`src/rtl/load_store_unit_pkg.sv`:
```
// -----------------------------------------------------------------------------
// load_store_unit_pkg
// Shared types and constants for the RV32I load/store unit:
//   lsu_state_t  - FSM states of the bus engine (IDLE, BUSY, DONE)
//   F3_*         - RV32I Funct3 width/sign codes for loads and stores
//   lsu_size_t   - decoded access size
//   size_of()    - Funct3 -> access size. Codes 011, 110 and 111 decode as word.
// -----------------------------------------------------------------------------
package load_store_unit_pkg;

  typedef enum logic [1:0] {
    IDLE = 2'd0,
    BUSY = 2'd1,
    DONE = 2'd2
  } lsu_state_t;

  localparam logic [2:0] F3_B  = 3'b000;
  localparam logic [2:0] F3_H  = 3'b001;
  localparam logic [2:0] F3_W  = 3'b010;
  localparam logic [2:0] F3_BU = 3'b100;
  localparam logic [2:0] F3_HU = 3'b101;

  typedef enum logic [1:0] {
    SZ_BYTE = 2'd0,
    SZ_HALF = 2'd1,
    SZ_WORD = 2'd2
  } lsu_size_t;

  // Bit 1 set means word regardless of bit 0, which folds 011/110/111 into word.
  function automatic lsu_size_t size_of(input logic [2:0] funct3);
    if (funct3[1]) return SZ_WORD;
    if (funct3[0]) return SZ_HALF;
    return SZ_BYTE;
  endfunction

endpackage

```
`src/rtl/load_store_unit_lane_align.sv`:
```
// -----------------------------------------------------------------------------
// lsu_lane_align
// Purely combinational byte-lane logic for the load/store unit.
//   Request side (current instruction):
//     funct3, addr_lo, is_load, store_data -> misalign, be, wdata
//     Stores: SB/SH byte enables shifted by the address, data replicated
//     across the word. Loads: be = 1111 and wdata = 0.
//   Response side (latched instruction):
//     ld_funct3, ld_addr_lo, rdata -> load_data
//     Selects the byte/half lane and sign- or zero-extends it to 32 bits.
// -----------------------------------------------------------------------------
module lsu_lane_align
  import load_store_unit_pkg::*;
(
  input  logic [2:0]  funct3,
  input  logic [1:0]  addr_lo,
  input  logic        is_load,
  input  logic [31:0] store_data,
  output logic        misalign,
  output logic [3:0]  be,
  output logic [31:0] wdata,
  input  logic [2:0]  ld_funct3,
  input  logic [1:0]  ld_addr_lo,
  input  logic [31:0] rdata,
  output logic [31:0] load_data
);

  lsu_size_t   req_size;
  lsu_size_t   ld_size;
  logic [31:0] byte_lane;
  logic [31:0] half_lane;

  assign req_size = size_of(funct3);
  assign ld_size  = size_of(ld_funct3);

  // NOTE: every output of an always_comb gets a default before any branch,
  // otherwise an untaken path implies storage and synthesis infers a latch.
  always_comb begin
    misalign = 1'b0;
    be       = 4'b1111;
    wdata    = '0;

    unique case (req_size)
      SZ_HALF: misalign = addr_lo[0];
      SZ_WORD: misalign = |addr_lo;
      default: misalign = 1'b0;
    endcase

    if (!is_load) begin
      unique case (req_size)
        SZ_BYTE: begin
          be    = 4'b0001 << addr_lo;
          wdata = {4{store_data[7:0]}};
        end
        SZ_HALF: begin
          be    = 4'b0011 << addr_lo;
          wdata = {2{store_data[15:0]}};
        end
        default: begin
          be    = 4'b1111;
          wdata = store_data;
        end
      endcase
    end
  end

  assign byte_lane = rdata >> {ld_addr_lo, 3'b000};
  assign half_lane = rdata >> {ld_addr_lo[1], 4'b0000};

  // Funct3[2] selects zero-extension; it is irrelevant for word loads.
  always_comb begin
    load_data = rdata;
    unique case (ld_size)
      SZ_BYTE: load_data = ld_funct3[2] ? {24'h0, byte_lane[7:0]}
                                        : {{24{byte_lane[7]}}, byte_lane[7:0]};
      SZ_HALF: load_data = ld_funct3[2] ? {16'h0, half_lane[15:0]}
                                        : {{16{half_lane[15]}}, half_lane[15:0]};
      default: load_data = rdata;
    endcase
  end

endmodule

```
`src/rtl/load_store_unit.sv`:
```
// -----------------------------------------------------------------------------
// load_store_unit
// Memory-stage data-access engine of the pipelined RV32I core. Drives a
// variable-latency req/ack data bus and returns the extended load result.
// Optional ack timeout: define LSU_TIMEOUT_EN.
//
// Parameters
//   ADDR_WIDTH     data-bus address width (upper ALUResultM bits ignored)
//   TIMEOUT_CYCLES ack wait limit in BUSY cycles (LSU_TIMEOUT_EN only), >= 2
// Ports
//   clk, rst         clock (rising edge), asynchronous active-low reset
//   MemReadM/WriteM  load / store in memory stage (both set -> load)
//   Funct3M          RV32I width/sign code
//   ALUResultM       effective byte address
//   WriteDataM       store data (rs2)
//   ReadDataM        extended load result, registered
//   StallM           pipeline hold request, combinational
//   MisalignM        one-cycle misaligned-access flag
//   BusErrM          one-cycle timeout flag (0 without LSU_TIMEOUT_EN)
//   mem_req/we/addr/be/wdata  registered bus request, held until mem_ack
//   mem_ack, mem_rdata        bus completion, read data valid with ack
// -----------------------------------------------------------------------------
module load_store_unit
  import load_store_unit_pkg::*;
#(
  parameter int ADDR_WIDTH     = 32,
  parameter int TIMEOUT_CYCLES = 16
) (
  input  logic                  clk,
  input  logic                  rst,
  input  logic                  MemReadM,
  input  logic                  MemWriteM,
  input  logic [2:0]            Funct3M,
  input  logic [31:0]           ALUResultM,
  input  logic [31:0]           WriteDataM,
  output logic [31:0]           ReadDataM,
  output logic                  StallM,
  output logic                  MisalignM,
  output logic                  BusErrM,
  output logic                  mem_req,
  output logic                  mem_we,
  output logic [ADDR_WIDTH-1:0] mem_addr,
  output logic [3:0]            mem_be,
  output logic [31:0]           mem_wdata,
  input  logic                  mem_ack,
  input  logic [31:0]           mem_rdata
);

  if (TIMEOUT_CYCLES < 2) begin : g_bad_timeout
    $error("load_store_unit: TIMEOUT_CYCLES must be >= 2");
  end

  lsu_state_t  state, state_next;
  logic        access;
  logic        is_load;
  logic        misalign;
  logic [3:0]  be;
  logic [31:0] wdata;
  logic [31:0] load_data;
  logic        timeout;
  // Width code and lane of the access in flight, needed when the ack returns.
  logic [2:0]  ld_funct3;
  logic [1:0]  ld_addr_lo;

  assign access  = MemReadM | MemWriteM;
  assign is_load = MemReadM;

  lsu_lane_align u_lane_align (
    .funct3     (Funct3M),
    .addr_lo    (ALUResultM[1:0]),
    .is_load    (is_load),
    .store_data (WriteDataM),
    .misalign   (misalign),
    .be         (be),
    .wdata      (wdata),
    .ld_funct3  (ld_funct3),
    .ld_addr_lo (ld_addr_lo),
    .rdata      (mem_rdata),
    .load_data  (load_data)
  );

`ifdef LSU_TIMEOUT_EN
  localparam int CNT_W = $clog2(TIMEOUT_CYCLES);

  logic [CNT_W-1:0] wait_cnt;

  // Zero outside BUSY, so every access starts counting from 0; the last
  // BUSY cycle before timeout is the one where the count is LIMIT-1.
  always_ff @(posedge clk or negedge rst) begin
    if (!rst) begin
      wait_cnt <= '0;
    end else if (state != BUSY) begin
      wait_cnt <= '0;
    end else if (!timeout) begin
      wait_cnt <= wait_cnt + 1'b1;
    end
  end

  assign timeout = (state == BUSY) && (wait_cnt == CNT_W'(TIMEOUT_CYCLES - 1));
`else
  assign timeout = 1'b0;
`endif

  // NOTE: sequential state uses non-blocking (<=) assignments so every
  // register samples pre-edge values, independent of statement order.
  always_ff @(posedge clk or negedge rst) begin
    if (!rst) begin
      state <= IDLE;
    end else begin
      state <= state_next;
    end
  end

  // DONE releases the stall for exactly one edge; new accesses only in IDLE.
  always_comb begin
    state_next = state;
    StallM     = 1'b0;
    unique case (state)
      IDLE: begin
        if (access && !misalign) begin
          state_next = BUSY;
          StallM     = 1'b1;
        end
      end
      BUSY: begin
        StallM = 1'b1;
        if (mem_ack || timeout) state_next = DONE;
      end
      DONE:    state_next = IDLE;
      default: state_next = IDLE;
    endcase
  end

  always_ff @(posedge clk or negedge rst) begin
    if (!rst) begin
      ReadDataM  <= '0;
      MisalignM  <= 1'b0;
      BusErrM    <= 1'b0;
      mem_req    <= 1'b0;
      mem_we     <= 1'b0;
      mem_addr   <= '0;
      mem_be     <= '0;
      mem_wdata  <= '0;
      ld_funct3  <= '0;
      ld_addr_lo <= '0;
    end else begin
      MisalignM <= 1'b0;
      BusErrM   <= 1'b0;
      unique case (state)
        IDLE: begin
          if (access && misalign) begin
            MisalignM <= 1'b1;
            ReadDataM <= '0;
          end else if (access) begin
            mem_req    <= 1'b1;
            mem_we     <= !is_load;
            mem_addr   <= {ALUResultM[ADDR_WIDTH-1:2], 2'b00};
            mem_be     <= be;
            mem_wdata  <= wdata;
            ld_funct3  <= Funct3M;
            ld_addr_lo <= ALUResultM[1:0];
          end
        end
        BUSY: begin
          // An ack in the limit cycle takes priority over the timeout.
          if (mem_ack) begin
            mem_req <= 1'b0;
            if (!mem_we) ReadDataM <= load_data;
          end else if (timeout) begin
            mem_req <= 1'b0;
            BusErrM <= 1'b1;
            if (!mem_we) ReadDataM <= '0;
          end
        end
        default: ;
      endcase
    end
  end

endmodule
```
`config.mk`:
```
export PLATFORM = sky130hd
export DESIGN_NAME = load_store_unit
export DESIGN_NICKNAME = d
export VERILOG_FILES = /design/src/rtl/load_store_unit_pkg.sv /design/src/rtl/load_store_unit_lane_align.sv /design/src/rtl/load_store_unit.sv
export SDC_FILE = /design/constraint.sdc
export NUM_CORES = 1
export LEC_CHECK = 0
export CAP_MARGIN = 20
export CORE_ASPECT_RATIO = 0.7
export CORE_UTILIZATION = 46
export CTS_BUF_LIST = sky130_fd_sc_hd__clkbuf_8
export CTS_CLUSTER_SIZE = 12
export DETAILED_ROUTE_END_ITERATION = 10
export PLACE_DENSITY = 0.84
export RECOVER_POWER = 25
export SYNTH_ARGS = -nofsm -noshare
export SYNTH_HDL_FRONTEND = slang
export SYNTH_HIERARCHICAL = 1
export SYNTH_SLANG_ARGS = --single-unit
```
`constraint.sdc`:
```
create_clock -name clk -period 2.9 [get_ports clk]
set_clock_uncertainty 0.1 [all_clocks]
set_input_delay 0.87 -clock clk [delete_from_list [all_inputs] [get_ports clk]]
set_output_delay 0.87 -clock clk [all_outputs]
set_load 0.05 [all_outputs]
```
== Word level (Yosys, flattened, before mapping) ==
Cells that the tools add are included.
Word-level totals
  bits in registers: 108
  input bits: 104
  output and inout port bits: 105
  word-level logic and storage cells: 76
Cells by class
  eq/ne operators: 10
  shift operators: 4
  muxes and demuxes: 37
  bitwise operators: 2
  reduce and logical (&&, ||, !) cells: 13
Operator list (number)
  32-bit two-way mux: 6
  32-bit case mux with 2 select lines: 3
  32-bit by 5-bit right shift with 16-bit output: 1
  32-bit by 5-bit right shift with 8-bit output: 1
  2-bit two-way mux: 10
  1-bit two-way mux: 12
  2-bit inequality test (second input constant): 6
  4-bit case mux with 2 select lines: 1
  4-bit AND reduction: 2
  2-bit by 1-bit == test with 1-bit output (second input constant): 3
  2-bit zero test: 3
  1-bit case mux with 2 select lines: 3
  4-bit two-way mux: 1
  2-bit case mux with 2 select lines: 1
  1-bit by 2-bit << shifter with 4-bit output (first input constant): 1
  2-bit by 2-bit << shifter with 4-bit output (first input constant): 1
  3-bit AND reduction: 1
  2-bit == test (second input constant): 1
  1-bit logical AND: 2
  1-bit zero test: 2
  2-bit AND reduction: 1
  2-bit nonzero test: 1
  2-bit OR reduction: 1
  1-bit NOT: 1
  1-bit OR: 1

== Longest topological paths before layout ==
  depth in word-level cells: 10
  depth in mapped cells: 8
  mapped depth without buffers: 5

== By module ==
Netlist, hierarchy kept.
By module, submodules not included
  load_store_unit: instances 1, cells an instance 279, area an instance 4164.0 sq um, seq. area each 2702.6 sq um
  lsu_lane_align: instances 1, cells an instance 212, area an instance 1229.9 sq um, seq. area each 0.0 sq um

== Worst setup path before layout ==
No wires, ideal clock.
  kind: in2out
  from: input Funct3M[0]
  to: output StallM
  arrival time: 2.392 ns
  data required time: 1.930 ns
  slack: -0.462 ns
  stages on the path: 5
  buffers on the path: 1
  cell sequence: buf_2 -> nor2_1 -> nor2_1 -> o21ba_2 -> nor2_1
On the way
  cells in the longest elaborated chain, start to end: 10
  elaborated cells between the ends (all ways): 12
  classes of those cells: eq/ne: 2; mux: 8; reduce/logical: 2
Ends and longest elaborated chain
  from (decl): RTL line load_store_unit.sv:33  | input logic [2:0] Funct3M,
  1-bit two-way mux (2 in a row): RTL line load_store_unit_pkg.sv:32  | if (funct3[0]) return SZ_HALF;
  2-bit two-way mux *: RTL line load_store_unit_pkg.sv:33  | return SZ_BYTE;
  2-bit two-way mux *: RTL line load_store_unit_pkg.sv:32
  2-bit == test / 2-bit by 1-bit == test with 1-bit output (equally long branches): RTL line load_store_unit_lane_align.sv:43  | unique case (req_size)
  1-bit case mux with 2 select lines *: RTL line load_store_unit_lane_align.sv:43
  net misalign: RTL line load_store_unit.sv:56  | logic misalign;
  1-bit zero test *: RTL line load_store_unit.sv:120  | if (access && !misalign) begin
  1-bit logical AND *: RTL line load_store_unit.sv:120
  1-bit two-way mux *: RTL line load_store_unit.sv:120
  1-bit case mux with 2 select lines *: RTL line load_store_unit.sv:118  | unique case (state)
  to (decl): RTL line load_store_unit.sv:37  | output logic StallM,
Mark *: on every way through the listed nets, which the timed path passes. The rest lies on a longest branch. The select of a mux whose other input is x is not followed.

== Worst setup path in the final report ==
  from: input MemWriteM
  to: output StallM
On the way
  cells in the longest elaborated chain, start to end: 4
Ends and longest elaborated chain
  from (decl): RTL line load_store_unit.sv:32  | input logic MemWriteM,
  1-bit OR: RTL line load_store_unit.sv:65  | assign access = MemReadM | MemWriteM;
  1-bit logical AND: RTL line load_store_unit.sv:120
  1-bit two-way mux: RTL line load_store_unit.sv:120
  1-bit case mux with 2 select lines: RTL line load_store_unit.sv:118
No other way between the ends.

==> summary.txt <==
EDFF count, synth - 0
post-route cell area - 7823 um2
final hold vios - 0
sequential share of the synthesized area - 50.10%
Pins Over Slew Limit - 36
Sw Share - 49.49%
vias post-DR - 4468
largest net degree at the start of global routing - 55
Synth Cell Area - 5394 um2
Die Width - 131.4 um
total power per unit cell area - 1092 nW/um2
Flop pwr share - 29.8%
Starting Density - 48.11%
# setup viols final - 0
Tot GR Track Use - 24.87%
vias per cell - 5.263
final WL - 14.56 mm
Area Growth Syn to Fin - 45.02%
synthesized area per cell - 10.99 um2
grt total ovfl - 0
Root Driver - clkbuf_8
Net Switching - 0.004228 W
Clk network pwr share - 10.1%
TritonRoute pass-1 iters - 5
worst endpoint required time - 1930 ps
total core area - 11210 um2
library cells used by synthesis - 37
Min-Delay Path Class - reg2reg
Slew Limit Headroom - -37.60%
dpl cell area - 7649 um2
failing checks - max-capacitance violations, max-slew violations
Tmin final - 2838 ps
maxcap violations - 1
RSZ-0062 raised after global routing - false
Comb pwr share - 60.0%
fmax - 352.4 MHz
Avg WL per Cell - 17.15 um
Initial DRC Count - 210
Clock transition at path regs - 100 ps
vias in the first global route - 4672
row cnt - 32
nets - 795
Max Root-Sink Buffers - 2
CTS tree - done
layout cell share with drive strength beyond 1 - 12.07%
DRC - 0
top_reg_cell synth - dfrtp_1
Tcrit/Tclk final - 97.86%
die area - 12170 um2
initial antenna violation count - 0
Post-CTS Hold Buffers - 0
die height - 92.60 um
number of post-CTS setup repair buffers - 0
worst vdd ir - 0.8517 mV
Ports - 209
Ys Warns - 6
port buffer count - 205
worst-path fanout max - 2
final core utilization - 69.78%
Synth Register Bits - 108
Worst EP arrival - 1870 ps
global-route wire length before repair - 23.79 mm
Leak - 3.363 nW
Final ANT Viol Nets - 0
asr flop ratio synth - 100.0%
Final TNS setup - 0 ps
number of buffers created by CTS - 9
worst-margin pin slew - 2064 ps
CTS Sinks - 108
DPL Wire Length - 11.12 mm
Startpoint Class - input pin
H-tree depth - 3
cell count after synthesis - 491
worst hold slack - 385.7 ps
Setup CP Type - in2out
Pint - 0.004315 W
status - finished, violations left
GPL Wtd Cong - 0.9071
insertion delay to the later sink of the worst-skew pair - 360 ps
Setup crit end kind - output pin
number of diodes - 0
-- logic make-up after synthesis --
family	synth area share, %
flip-flops	50.10
multiplexers	20.02
buffers and inverters	5.799
AO/OA/AOI/OAI	14.15
AND/OR/NAND/NOR	9.859
other	0.06952
-- cell usage in the layout, fill, tap and decap left out, types with 2 or more instances in the layout --
cell type        synthesis  final
nor2_4                   1      3
inv_6                    0      3
o21ai_0                 12     12
a22oi_1                  8      8
conb_1                   1      3
inv_1                   21     21
dlygate4sd2_1            0      3
o2bb2ai_1               32     32
nand2_1                 57     57
dfrtp_1                108    108
nor2b_1                 16     16
o22ai_1                  2      2
buf_12                   0      4
a21oi_1                 37     36
clkbuf_8                 0     10
clkinv_2                 0      2
o21bai_1                 2      2
buf_4                    4     17
mux2_2                  22     22
or2_2                    2      2
a21oi_2                 10     11
nor2_1                  31     28
clkdlybuf4s50_1          0    198
mux2i_1                 19     19
mux2_1                  57     57
-- per-stage QoR --
step	cells	total power [W]	worst slack, ps
after floorplan	493	0.005907	0.4656
after CTS	849	0.008594	9.876
after detailed placement	833	0.007705	-224.9
after global routing	849	0.008952	5.059
final	849	0.008543	62.10
after global placement	833	0.007592	-169.1
-- sequential cells by signal, summed over array words and instances (netlist names) --
register    cells
ReadDataM      32
ld_funct3       3
MisalignM       1
mem_be          4
mem_addr       30
mem_req         1
ld_addr_lo      2
mem_we          1
mem_wdata      32
state           2
-- worst max-delay path, cell delays in order --
cell	delay, ps
clkdlybuf4s50_1	450
nor2_1	60
o21ba_2	220
nor2_4	120
buf_12	140
-- path summary, 6_finish.rpt --
| path | start | endpoint | slack (ps) | cells after the start |
|---|---|---|---|---|
| max in group asynchronous | rst | ld_funct3[2] | 370 | 2 |
| setup / recovery | MemWriteM | StallM | 60 | 5 |
| setup reg to reg | ld_addr_lo[1] | ReadDataM[15] | 690 | 5 |
| hold / removal | mem_req | mem_req | 390 | 1 |
| hold reg to reg | mem_req | mem_req | 390 | 1 |
| min in group asynchronous | rst | mem_addr[7] | 990 | 1 |
-- per-layer routing --
metal / share of wire (%) / wire, um / up-vias / track usage [%]
li1: - / - / 2107 / -
met1: 44 / 6435 / 2177 / 32.82
met2: 46 / 6735 / 167 / 39.55
met3: 7.9 / 1151 / 17 / 7.663
met4: 1.7 / 241 / 0 / 7.074
met5: 0 / 0 / - / 0
-- power by group through the flow --
stage	registers, W	clock network, W	logic, W
2_1_floorplan	0.00453	0	0.00138
3_3_place_gp	0.00254	0	0.00506
3_5_place_dp	0.00258	0	0.00513
4_1_cts	0.00255	0.000899	0.00514
5_1_grt	0.00264	0.000947	0.00537
6_report	0.00255	0.000867	0.00513
-- what timing repair did --
item | CTS | global route
gates resized for setup | 5 | 3
gates cloned | 0 | 0
setup endpoints to repair | 1 | 1
-- cell type report --
cell class,count,area [um2]
repair buffers,226,2242
multi-input cells,325,2425
well taps,153,191.4
flip-flops and latches,108,2703
inverters,21,78.83
fillers,826,3388
clock buffers,10,137.6
clock inverters,6,45.04
-- synthesized netlist by cell type (all sizes together) (2+ instances only) --
cell type	n	area, um2
nor2	32	127.6
mux2	79	889.6
o21bai	2	15.01
nand2	57	214.0
o22ai	2	12.51
inv	21	78.83
or2	2	12.51
a22oi	8	60.06
a21oi	47	272.8
nor2b	16	100.1
dfrtp	108	2703
mux2i	19	190.2
o21ai	13	65.06
o2bb2ai	32	280.3
buf	28	192.7
clkbuf	11	41.29
Power figures use the tool's default switching activity.
